--- src/rtl/alu_rsp_tx.sv ---
`default_nettype none
`timescale 1ns/1ps
// ============================================================================
// Module   : alu_rsp_tx
// Brief    : ALU serial-link response serializer; 11-bit frames, MSB first.
// Revision : 1.0 - initial release
// ============================================================================
module alu_rsp_tx #(
    parameter int IDLE_GAP = 0,
    parameter int RSP_GAP  = 2
) (
    input  logic        clk,
    input  logic        rst,
    input  logic        rsp_valid,
    output logic        rsp_ready,
    input  logic        rsp_is_err,
    input  logic [31:0] rsp_data,
    input  logic [3:0]  rsp_flags,
    input  logic [2:0]  rsp_err,
    output logic        sout,
    output logic        busy
);

    localparam int c_GAP_MAX = (IDLE_GAP > RSP_GAP) ? IDLE_GAP : RSP_GAP;
    localparam int c_GW      = (c_GAP_MAX < 2) ? 1 : $clog2(c_GAP_MAX + 1);
    localparam logic [c_GW-1:0] c_IDLE_LD = c_GW'((IDLE_GAP > 0) ? IDLE_GAP - 1 : 0);
    localparam logic [c_GW-1:0] c_TAIL_LD = c_GW'((RSP_GAP > 0) ? RSP_GAP - 1 : 0);

    typedef enum logic [2:0] {
        S_IDLE  = 3'd0,
        S_START = 3'd1,
        S_TYPE  = 3'd2,
        S_DATA  = 3'd3,
        S_STOP  = 3'd4,
        S_GAP   = 3'd5,
        S_TAIL  = 3'd6
    } state_t;

    // CRC3, x^3+x+1, init 000, MSB first; loop unrolls into a parallel XOR tree
    function automatic logic [2:0] crc3(input logic [36:0] msg);
        logic [2:0] c;
        logic       fb;
        c = 3'b000;
        for (int i = 36; i >= 0; i--) begin
            fb = msg[i] ^ c[2];
            c  = {c[1], c[0] ^ fb, fb};
        end
        return c;
    endfunction

    state_t            r_state;
    logic [39:0]       r_image;
    logic [2:0]        r_bit;
    logic [2:0]        r_byte;
    logic [c_GW-1:0]   r_gap;
    logic              r_is_err;
    logic              r_sout;

    state_t            w_state_nxt;
    logic [39:0]       w_image_nxt;
    logic [2:0]        w_bit_nxt;
    logic [2:0]        w_byte_nxt;
    logic [c_GW-1:0]   w_gap_nxt;
    logic              w_is_err_nxt;
    logic              w_sout_nxt;
    logic [2:0]        w_crc;
    logic              w_par;
    logic [7:0]        w_err_byte;
    logic [2:0]        w_last;

    assign w_crc      = crc3({rsp_data, 1'b0, rsp_flags});
    assign w_par      = ^{1'b1, rsp_err, rsp_err};
    assign w_err_byte = {1'b1, rsp_err, rsp_err, w_par};
    assign w_last     = r_is_err ? 3'd0 : 3'd4;

    always_comb begin
        w_state_nxt  = r_state;
        w_image_nxt  = r_image;
        w_bit_nxt    = r_bit;
        w_byte_nxt   = r_byte;
        w_gap_nxt    = r_gap;
        w_is_err_nxt = r_is_err;
        case (r_state)
            S_IDLE: begin
                if (rsp_valid) begin
                    w_state_nxt  = S_START;
                    w_is_err_nxt = rsp_is_err;
                    w_byte_nxt   = 3'd0;
                    w_image_nxt  = rsp_is_err ? {w_err_byte, 32'h0}
                                              : {rsp_data, 1'b0, rsp_flags, w_crc};
                end
            end
            S_START: w_state_nxt = S_TYPE;
            S_TYPE: begin
                w_state_nxt = S_DATA;
                w_bit_nxt   = 3'd7;
            end
            S_DATA: begin
                w_image_nxt = {r_image[38:0], 1'b0};
                if (r_bit == 3'd0) w_state_nxt = S_STOP;
                else               w_bit_nxt   = r_bit - 3'd1;
            end
            S_STOP: begin
                if (r_byte != w_last) begin
                    w_byte_nxt = r_byte + 3'd1;
                    if (IDLE_GAP > 0) begin
                        w_state_nxt = S_GAP;
                        w_gap_nxt   = c_IDLE_LD;
                    end else begin
                        w_state_nxt = S_START;
                    end
                end else if (RSP_GAP > 0) begin
                    w_state_nxt = S_TAIL;
                    w_gap_nxt   = c_TAIL_LD;
                end else begin
                    w_state_nxt = S_IDLE;
                end
            end
            S_GAP: begin
                if (r_gap == '0) w_state_nxt = S_START;
                else             w_gap_nxt   = r_gap - 1'b1;
            end
            S_TAIL: begin
                if (r_gap == '0) w_state_nxt = S_IDLE;
                else             w_gap_nxt   = r_gap - 1'b1;
            end
            default: w_state_nxt = S_IDLE;
        endcase

        // sout is registered alongside the state, so it shows the bit of the state being entered
        case (w_state_nxt)
            S_START: w_sout_nxt = 1'b0;
            S_TYPE:  w_sout_nxt = w_is_err_nxt | (w_byte_nxt == 3'd4);
            S_DATA:  w_sout_nxt = w_image_nxt[39];
            default: w_sout_nxt = 1'b1;
        endcase
    end

    always_ff @(posedge clk or posedge rst) begin
        if (rst) begin
            r_state  <= S_IDLE;
            r_image  <= '0;
            r_bit    <= '0;
            r_byte   <= '0;
            r_gap    <= '0;
            r_is_err <= 1'b0;
            r_sout   <= 1'b1;
        end else begin
            r_state  <= w_state_nxt;
            r_image  <= w_image_nxt;
            r_bit    <= w_bit_nxt;
            r_byte   <= w_byte_nxt;
            r_gap    <= w_gap_nxt;
            r_is_err <= w_is_err_nxt;
            r_sout   <= w_sout_nxt;
        end
    end

    assign sout      = r_sout;
    assign busy      = (r_state != S_IDLE);
    assign rsp_ready = (r_state == S_IDLE);

endmodule
`default_nettype wire

--- config.mk ---
export PLATFORM = sky130hd
export DESIGN_NAME = alu_rsp_tx
export DESIGN_NICKNAME = d
export VERILOG_FILES = /design/src/rtl/alu_rsp_tx.sv
export SDC_FILE = /design/constraint.sdc
export NUM_CORES = 1
export LEC_CHECK = 0
export BUFFER_PORTS_ARGS = -buffer_cell sky130_fd_sc_hd__buf_4
export CAP_MARGIN = 20
export CORE_ASPECT_RATIO = 0.8
export CORE_MARGIN = 2
export CORE_UTILIZATION = 33
export DETAILED_ROUTE_END_ITERATION = 8
export HOLD_SLACK_MARGIN = 0.05
export MAX_ROUTING_LAYER = met4
export PLACE_DENSITY = 0.48
export SYNTH_ARGS = -nofsm -noshare
export SYNTH_HDL_FRONTEND = slang
export SYNTH_SLANG_ARGS = --single-unit
--- constraint.sdc ---
create_clock -name clk -period 2.3 [get_ports clk]
set_input_delay 0.23 -clock clk [delete_from_list [all_inputs] [get_ports clk]]
set_output_delay 0.23 -clock clk [all_outputs]
set_load 0.005 [all_outputs]
# Word-level counts from Yosys, hierarchy flattened
# Index checks and enable logic that the tools add are counted.
totals:
  output_inout_bits: 3
  ff_bits: 53
  word_cells: 130
  in_bits: 43
op_classes:
  n_reduce_logical: 12
  eq_ne: 15
  bitwise: 71
  n_mux: 21
  addsub: 3
op_table:
  columns: ["operator", "n"]
  rows:
  - ["2-to-1 mux 40 bit", 2]
  - ["one-hot mux 40 bit (2 select lines)", 1]
  - ["XOR 1 bit", 70]
  - ["2-to-1 mux 3 bit", 9]
  - ["one-hot mux 3 bit (7 select lines)", 1]
  - ["== test 3 x 2 -> 1 bit (second input constant)", 4]
  - ["== test 3 bit (second input constant)", 4]
  - ["one-hot mux 3 bit (2 select lines)", 2]
  - ["inequality test 2 bit (second input constant)", 4]
  - ["XOR reduction 7 bit", 1]
  - ["== test 3 x 1 -> 1 bit (second input constant)", 2]
  - ["logical NOT 3 bit", 2]
  - ["nonzero test 2 bit", 3]
  - ["2-to-1 mux 2 bit", 2]
  - ["one-hot mux 2 bit (2 select lines)", 1]
  - ["AND reduction 2 bit", 2]
  - ["adder 3 x 1 -> 3 bit (second input constant)", 1]
  - ["inequality test 3 bit", 1]
  - ["one-hot mux 1 bit (3 select lines)", 1]
  - ["AND reduction 3 bit", 1]
  - ["nonzero test 3 bit", 1]
  - ["subtractor 3 x 1 -> 3 bit (second input constant)", 1]
  - ["logical NOT 2 bit", 1]
  - ["2-to-1 mux 1 bit", 2]
  - ["3 further kinds", 3]

# Longest topological paths before layout
# Gate-level depths: netlist (run 1).
logic_depth:
  word_depth: 39
  mapped_depth: 7
  mapped_depth_nobuf: 7

# Worst setup path before layout (run 1)
# No wires, ideal clock.
synth_timing:
  kind: "register to register"
  startpoint: "register r_state[1]"
  endpoint: "register r_image[18]"
  t_required_ns: 2.173
  n_path_buf: 3
  setup_time_ns: 0.127
  arrival_ns: 1.750
  setup_slack_ns: 0.423
  synth_period_minus_slack_ns: 1.877
  path_stages_with_launch: 8
  cell_sequence: "dfrtp_1 > or4b_1 > buf_2 > nor2b_4 > buf_6 > buf_6 > a222oi_1 > inv_1"
synth_between:
  elab_chain_len: 3
  word_cells_on_any_way: 6
  classes_between: "eq/ne: 2; mux: 1; reduce/logical: 3"
synth_lines:
  columns: ["element", "line", "source"]
  rows:
  - ["start: declaration", "51", "state_t r_state;"]
  - ["start signal: assignment", "149", "r_state <= w_state_nxt;"]
  - ["== test 3 x 2 -> 1 bit or logical NOT 3 bit (tied branches)", "83", "case (r_state)"]
  - ["nonzero test 2 bit (no line) or inequality test 2 bit (tied branches)", null, null]
  - ["AND reduction 2 bit (no line)", null, null]
  - ["end signal: assignment", "150", "r_image <= w_image_nxt;"]
  - ["end: declaration", "52", "logic [39:0] r_image;"]
# Several ways; a longest one is shown, not always the timed one.
# A chain may end at the register's enable or synchronous reset.

# Worst setup path in the final report (run 1)
layout_timing:
  startpoint: "register r_state[0]"
  endpoint: "register r_sout (netlist: sout)"
layout_between:
  word_cells_on_any_way: 21
  classes_between: "eq/ne: 10; mux: 9; bitwise: 1; reduce/logical: 1"
layout_rtl:
  columns: ["element", "line", "source"]
  rows:
  - ["== test 3 x 2 -> 1 bit or logical NOT 3 bit (tied branches)", "83", null]
  - ["one-hot mux 40 bit (2 select lines) (*)", "83", null]
  - ["via w_image_nxt[39]", "60", "logic [39:0] w_image_nxt;"]
  - ["one-hot mux 1 bit (3 select lines) (*)", "131", "case (w_state_nxt)"]
  - ["via w_sout_nxt", "65", "logic w_sout_nxt;"]
  - ["end signal: assignment", "155", "r_sout <= w_sout_nxt;"]
  - ["end: declaration", "57", "logic r_sout;"]
# The timed path passes the listed nets; every way through them passes the cells marked *.

==> results of run 1 <==
kinds of logic after synthesis:
| kind of cell | Yosys count |
|---|---|
| mux | 1 |
| fa+ha+maj | 5 |
| buf+inv | 59 |
| flops | 53 |
| compound gates | 79 |
| xor+xnor | 36 |
| simple gates | 48 |
synthesized netlist by cell type, types with 2 or more instances:
master / number / area [µm²]
a222oi_1: 28 / 280
clkbuf_1: 10 / 37.5
a32oi_1: 2 / 17.5
xnor3_1: 8 / 180
nand3_1: 3 / 15.0
a21oi_1: 12 / 60.1
xor2_1: 6 / 52.6
a221o_1: 8 / 80.1
dfrtp_1: 52 / 1300
nor2_1: 10 / 37.5
ha_1: 5 / 62.6
a22o_1: 2 / 17.5
buf_2: 4 / 20.0
a22oi_1: 4 / 30.0
a21o_1: 3 / 22.5
xnor2_1: 22 / 193
o21ai_0: 10 / 50.1
nand2b_1: 9 / 56.3
nor2b_1: 5 / 31.3
nand2_1: 10 / 37.5
buf_6: 2 / 22.5
nor3b_1: 2 / 15.0
inv_1: 42 / 158
state kept, by name (all words and copies together) (netlist names):
register  count
r_byte        3
r_bit         3
sout          1
r_state       3
r_image      40
r_gap         2
r_is_err      1
metrics by stage:
step                hold slack [ps]  setup WS, ps  utilization, %  power, mW  cell area (µm²)
CTS                             145           348            40.9       3.40             3520
global placement               95.0           420            39.9       2.87             3430
detailed placement             97.8           386            39.9       2.88             3430
global route                    148           178            40.9       3.65             3520
finish                          156           360            40.9       3.37             3520
floorplan                       351           423               -       2.53             2970
what timing repair did:
action / in CTS / in global routing
setup buffers: 0 / 0
hold buffers: 1 / 0
hold endpoints to repair: 40 / 0
tightest hold or removal path, cell delays in order:
cell and delay, ps:
buf_4 90, a222oi_1 60, inv_1 50
report_power, final:
group	switching, mW	internal [mW]
logic	0.790	0.683
registers	0.178	1.21
clock network	0.292	0.212
final cells by class:
cell class	count	area [µm²]
fill	854	5080
multi-input combinational	169	1400
sequential	53	1330
timing repair buffer	54	408
inverter	42	158
tap	112	140
clock buffer	6	72.6
clock inverter	2	10.0
worst paths after layout:
check,startpoint,end,slack [ps]
max,r_state[0],sout,360
min reg2reg,r_gap[1],r_gap[1],490
min in group asynchronous,rst,r_gap[1],330
min,rsp_data[23],r_image[31],160
max in group asynchronous,rst,sout,1430
max reg2reg,r_state[0],sout,360
routing by layer:
layer / vias to the layer above / share of wire (%)
li1: 1107 / -
met1: 1103 / 53
met2: 55 / 43
met3: 2 / 3.5
met4: 0 / 0.45
met5: - / 0
==> impl_metrics.tcl, run 1 <==
set metrics [dict create \
    grt_pass1_vias 2192 \
    dp_hpwl_um 5270 \
    routed_via_density 5.18 \
    synth_compound_area_share_pct 21.6 \
    vias 2267 \
    met2_usage_pct 21.8 \
    worst_pin_slew_ps 913 \
    status "completed" \
    drive_gt1_share_pct 20.2 \
    instances_no_fill 438 \
    synth_edf_count 0 \
    cts_tree "built" \
    cts.sinks 53 \
    p_leak_nw 1.87 \
    critical_path.top_delay_family "simple AND/OR/NAND/NOR gates" \
    fin_skew_ps 7.13 \
    core.rowCount 30 \
    netlist_area_um2 2970 \
    met1_usage_pct 26.2 \
    postRouteAntennaNets 0 \
    r2r_cells 5 \
    crit_slowest_cell "nor2b_4" \
    synth_top_family_by_area "compound AO/OA/AOI/OAI gates" \
    synth_fa_ha_area_share_pct 2.11 \
    cts-buffers-inserted 5 \
    drt_wl_total_um 7190 \
    path_clk_slew_ps 90 \
    clk_latency_ps 300 \
    grt_pass1_wl_um 11700 \
    cts_resized 0 \
    num_io_pins 46 \
    synthFlopType "dfrtp_1" \
    dp.cells 429 \
    async_flop_share_pct 100 \
    p_per_area_nw_per_um2 957 \
    use_met3_pct 2.43 \
    ys_seq_elements 53 \
    path_buf_inv 0 \
    holdCritPathClass "input pin to flop" \
    final_common_cell "buf_4" \
    avgSynthCellArea_um2 10.6 \
    yosysSeqAreaShare_pct 44.7 \
    fin_crit_sh_pct 84.4 \
    slowest_delay_ps 720 \
    port_buffers 45 \
    finalCriticalPeriod_ps 1940 \
    muxShareOfSynthArea_pct 0.337 \
    slew_viol_final 0 \
    synth-simple-area-share_pct 8.84 \
    synth-xor-area-share_pct 14.3 \
    antenna_found_initial 0 \
    die_h_um 88.9 \
    maxCapViolations 0 \
    cp.required_ps 2530 \
    slew_headroom_pct 39.0 \
    path_cells "and3b_1, nor2b_4, a221o_1, a21oi_1, o21bai_1" \
    finalSetupViolations 0 \
    dieArea_um2 9780 \
    start_util_pct 34.6 \
    startpoint_type "flop" \
    synth_fp_nets 329 \
    path_max_fanout 40 \
    dr.pass1.iters 6 \
    ir_drop_uv 330 \
    antennaDiodeCount 0 \
    busiest_layer "met1" \
    drc 0 \
    cts_root_buf "clkbuf_8" \
    synthToLayoutAreaGrowth_pct 18.4 \
    most-common-layout-cells "buf_4, dfrtp_1, inv_1" \
    fin_nets 373 \
    crit_cells 5 \
    die_w_um 110 \
    coreArea_um2 8600 \
    crit_arrival_ps 2170 \
    end_kind "flop" \
    critPathKind "flop to flop" \
    hold_viol 0 \
    grt_start_max_net_pins 41 \
    hold_depth 3 \
    grtUsageTotal_pct 16.4 \
    fin_tns_setup_ps 0 \
    drt_iter0_drc 228 \
    yosysWarnings 0 \
    ys_types 45 \
    wl_per_cell_um 16.4 \
    syn_inst 281 \
    rsz0062_at_grt "false" \
    fmax_mhz 515 \
    grt_overflow 0 \
    htreeDepth 2 \
    gp_congestion 0.755 \
    clock_path_buffers 2 \
]
Note: power is estimated with default switching activity, not from simulation.
==> inputs of run 2 (changes only) <==
ABC_AREA = 1   (was unset)
PLACE_DENSITY = 0.49   (was 0.48)
clock period = 1.6 ns   (was 2.3 ns; I/O delays follow)
==> run 2 against run 1 <==
Effect of this change:
- the run now ends with setup timing left
- synthesized area increased by 31%
- die area increased by 30%
- non-clock buffer count increased by 76
- via count increased by 74%
- wire length increased by 55%
- register-to-register slack got worse by 540 ps
- worst hold slack got worse by 54 ps
- final cell count increased by 88%
- clock power increased by 140%
- core utilization increased by 15 points
- largest power group unchanged
- highest routed layer unchanged
==> impl_metrics.tcl, run 2 <==
set metrics [dict create \
    coreArea_um2 11500 \
    startpoint_type "input pin" \
    dp.cells 793 \
    hold_viol 0 \
    fin_skew_ps 6.71 \
    clock_path_buffers 2 \
    avgSynthCellArea_um2 7.12 \
    crit_arrival_ps 3480 \
    slew_headroom_pct 77.1 \
    fmax_mhz 308 \
    fin_hold_ws_ps 102 \
    synth_fp_nets 595 \
    fin_ws_ps -1650 \
    path_clk_slew_ps 70 \
    yosysWarnings 0 \
    finalSetupViolations 40 \
    finalCriticalPeriod_ps 3250 \
    grt_pass1_vias 3860 \
    cts_tree "built" \
    slew_viol_final 0 \
    synth_top_area_share_pct 33.4 \
    cts-buffers-inserted 5 \
    end_kind "flop" \
    synthTopCellsByArea "dfrtp_1, nand2_1, inv_1" \
    fin_tns_setup_ps -10030 \
    maxCapViolations 0 \
    drive_gt1_share_pct 58.1 \
    status "finished, violations left" \
    async_flop_share_pct 100 \
    holdCritPathClass "input pin to flop" \
    worst_pin_slew_ps 342 \
    final_core_util_pct 56.4 \
    antennaDiodeCount 0 \
    wl_per_cell_um 13.5 \
    num_io_pins 46 \
    routed_via_density 4.78 \
    yosysTopAreaCell "dfrtp_1" \
    clk_latency_ps 290 \
    dp_hpwl_um 7460 \
    synth_common_cells "nand2_1, inv_1, nand3_1" \
    fin_nets 722 \
    vias 3934 \
    ys_seq_elements 53 \
    placedInstanceArea_um2 4950 \
    hold_depth 3 \
    synthFlopType "dfrtp_1" \
    cts.sinks 53 \
    violations "setup timing" \
    drc 0 \
    htreeDepth 2 \
    path_max_fanout 4 \
    regMostFlops "r_image" \
    postRouteAntennaNets 0 \
    die_h_um 101 \
    synthToLayoutAreaGrowth_pct 66.7 \
    post-place-ws_ps -1880 \
    fin_crit_sh_pct 203 \
    yosysMostFrequentCell "nand2_1" \
    final_common_cell "buf_4" \
    rsz0062_at_grt "true" \
    grt_pass1_wl_um 17100 \
    dr.pass1.iters 4 \
    p_leak_nw 3.28 \
    crit_slowest_cell "xor3_1" \
    instances_no_fill 823 \
    slowest_delay_ps 350 \
    core.rowCount 35 \
    most-common-layout-cells "buf_4, nand2_1, inv_1" \
    gp_congestion 0.839 \
    cp.required_ps 1830 \
    drt_wl_total_um 11100 \
    yosysSeqAreaShare_pct 34.1 \
    crit_top_cell "nand2_2" \
    design_area_um2 6490 \
    start_util_pct 33.8 \
    grt_start_max_net_pins 54 \
    largest_reg_flops 40 \
    grt_overflow 0 \
    grtUsageTotal_pct 16.6 \
    fin_total_pwr_mw 12.1 \
    cts_root_buf "clkbuf_16" \
    port_buffers 45 \
    netlist_area_um2 3900 \
    r2r_cells 11 \
    synth_edf_count 0 \
    ys_types 30 \
    critPathKind "input pin to flop" \
    syn_inst 547 \
    antenna_found_initial 0 \
    drt_iter0_drc 119 \
    ir_drop_uv 696 \
    p_per_area_nw_per_um2 1870 \
    die_w_um 125 \
    dieArea_um2 12700 \
]
run 2: cell types whose count changed after synthesis, moves of 19 or more:
cell      before  now
nand2_2        0   40
inv_1         42   91
a222oi_1      28    0
nand2_1       10  145
xnor2_1       22    3
nand3_1        3   57
o221ai_1       0   26
nor2_1        10   31
run 2: worst paths after layout:
kind | from | endpoint | slack (ps)
max | rsp_data[31] | r_image[2] | -1650
min | rsp_flags[0] | r_image[3] | 100
max reg2reg | r_state[1] | r_image[2] | -180
min reg2reg | r_gap[0] | r_gap[0] | 470
max in group asynchronous | rst | sout | 850
min in group asynchronous | rst | r_gap[0] | 470
run 2: kinds of logic after synthesis:
logic type | after synthesis | share of synthesized area (%)
AO/OA/AOI/OAI | 64 | 11.8
XOR/XNOR | 10 | 4.05
adder cells (fa/ha/maj) | 5 | 1.61
buffers and inverters | 113 | 11.0
flip-flops | 53 | 34.1
AND/OR/NAND/NOR | 302 | 37.4
run 2: per-layer routing:
layer	GRT usage [%]	vias to the layer above	wire length (µm)
met3	2.11	4	174
met4	3.85	0	61
met5	-	-	0
li1	-	2027	-
met2	27.8	40	5670
met1	21.7	1863	5210
run 2: power by group:
part           total [mW]  internal, mW  leakage (nW)  switching (mW)
clock                1.22         0.742        0.0810           0.482
combinational        8.76          3.74          2.53            5.02
sequential           2.14          1.87         0.677           0.260
run 2: layout make-up:
cell class,count,area (µm²)
Fill cell,1039,5020
Multi-Input combinational cell,381,3190
Sequential cell,53,1330
Timing Repair Buffer,130,1210
Inverter,103,412
Tap cell,148,185
Clock buffer,6,129
Clock inverter,2,38.8
run 2: what timing repair did:
action	CTS	global route
hold buffers	1	0
gates cloned	0	4
setup buffers	11	13
pin swaps	42	44
gates resized for setup	101	188
hold endpoints to repair	52	0
endpoints found under the setup margin	45	46
run 2: worst max-delay path: cells and delay by family:
family / cells / cell delay, ps
AND/OR/NAND/NOR: 32 / 2660
XOR/XNOR: 1 / 350
buffers and inverters: 3 / 280
==> inputs of run 3 (changes only) <==
RECOVER_POWER = 25   (was unset)
==> run 3 against run 2 <==
Effect of this change:
- highest routed layer unchanged
- largest power group unchanged
- combinational power barely moved
- power about the same
- register-to-register slack is essentially flat
- non-clock buffer count stayed put
- critical path type unchanged
- sequential power is essentially flat
- the flow still finishes with violations (setup timing)
- count of clock-buffer cells in the layout stayed put
==> impl_metrics.tcl, run 3 (synthesis results as in run 2) <==
set metrics [dict create \
    cts_root_buf "clkbuf_16" \
    die_w_um 125 \
    antennaDiodeCount 0 \
    htreeDepth 2 \
    finalSetupViolations 40 \
    drive_gt1_share_pct 57.9 \
    die_h_um 101 \
    wl_met3_um 173 \
    vias 3928 \
    path_max_fanout 4 \
    most-common-layout-cells "buf_4, nand2_1, inv_1" \
    dr.pass1.iters 4 \
    regMostFlops "r_image" \
    seqCellArea_um2 1330 \
    dp_hpwl_um 7460 \
    cts_tree "built" \
    largest_reg_flops 40 \
    final_common_cell "buf_4" \
    fin_nets 722 \
    rsz0062_at_grt "true" \
    synthToLayoutAreaGrowth_pct 66.4 \
    antenna_found_initial 0 \
    instances_no_fill 823 \
    crit_slowest_cell "xor3_1" \
    num_io_pins 46 \
    fillers 1041 \
    fmax_mhz 308 \
    finalCriticalPeriod_ps 3250 \
    grt_pass1_vias 3860 \
    ir_drop_uv 695 \
    cp.required_ps 1830 \
    routed_via_density 4.77 \
    top_layer "met4" \
    port_buffers 45 \
    worst_pin_slew_ps 755 \
    clk_latency_ps 290 \
    clock_path_buffers 2 \
    wl_met1_um 5200 \
    grt_start_max_net_pins 54 \
    fin_crit_sh_pct 203 \
    multiInputGateArea_um2 3190 \
    violations "setup timing" \
    fin_skew_ps 6.60 \
    cts.sinks 53 \
    postRouteAntennaNets 0 \
    end_kind "flop" \
    coreArea_um2 11500 \
    final_core_util_pct 56.3 \
    status "finished, violations left" \
    path_clk_slew_ps 70 \
    p_per_area_nw_per_um2 1870 \
    wl_per_cell_um 13.5 \
    slowest_delay_ps 350 \
    start_util_pct 33.8 \
    drt_iter0_drc 127 \
    gp_congestion 0.839 \
    fin_hold_ws_ps 101 \
    drc 0 \
    hold_viol 0 \
    critPathKind "input pin to flop" \
    grtUsageTotal_pct 16.6 \
    p_leak_nw 3.28 \
    maxCapViolations 0 \
    cts-buffers-inserted 5 \
    dieArea_um2 12700 \
    post-place-ws_ps -1880 \
    dp.cells 793 \
    startpoint_type "input pin" \
    crit_top_cell "nand2_2" \
    fin_total_pwr_mw 12.1 \
    fin_ws_ps -1650 \
    drt_wl_total_um 11100 \
    crit_arrival_ps 3480 \
    holdCritPathClass "input pin to flop" \
    routed-wl-met2_um 5700 \
    grt_pass1_wl_um 17100 \
    slew_headroom_pct 49.6 \
    slew_viol_final 0 \
    core.rowCount 35 \
    grt_overflow 0 \
]
==> run 3: changes by cell type in the layout (fill, tap and decap cells not counted), sizes merged <==
cell and change:
buf -2, clkbuf +2
==> run 3: critical path: cells and delay by family <==
family | cells | cell delay [ps]
xor gates and xnor gates | 1 | 350
buffers and inverters | 3 | 280
and+or+nand+nor | 32 | 2660
==> run 3: what timing repair did <==
action | CTS | global route
buffers inserted | 11 | 13
gates resized for setup | 101 | 188
gates cloned | 0 | 4
hold buffers | 1 | 0
setup endpoints to repair | 45 | 46
pin swaps | 42 | 44
endpoints found under the hold margin | 52 | 0
==> run 3: report_power, final <==
group	switching, mW	total (mW)	internal (mW)	leakage [nW]
combinational	5.02	8.75	3.73	2.52
sequential	0.260	2.14	1.87	0.677
clock	0.484	1.23	0.742	0.0810
==> run 3: path summary, 6_finish.rpt <==
check | start | to | slack [ps] | depth (start not counted)
min | rsp_flags[0] | r_image[3] | 100 | 3
max | rsp_data[31] | r_image[2] | -1650 | 36
min in group asynchronous | rst | r_gap[1] | 670 | 4
max in group asynchronous | rst | r_image[33] | 440 | 4
max reg2reg | r_state[1] | r_image[2] | -180 | 11
min reg2reg | r_gap[0] | r_gap[0] | 470 | 1
==> run 3: cell type report <==
type                       count  share of cell area, %
multi-input combinational    381                   49.2
sequential                    53                   20.5
timing repair buffer         130                   18.5
inverter                     103                   6.35
tap                          148                   2.86
clock buffer                   6                   1.99
clock inverter                 2                  0.598
==> run 3: layer usage <==
| metal | vias up | track usage (%) |
|---|---|---|
| met3 | 4 | 2.11 |
| met4 | 0 | 3.85 |
| met5 | - | - |
| li1 | 2027 | - |
| met2 | 39 | 27.8 |
| met1 | 1858 | 21.7 |
==> run 3: through the flow <==
| step | TNS (ps) | area [µm²] |
|---|---|---|
| floorplan | -4890 | 4010 |
| global placement | -8940 | 4950 |
| detailed placement | -9530 | 4950 |
| CTS | -4510 | 5530 |
| global route | -14750 | 6480 |
| finish | -10100 | 6480 |
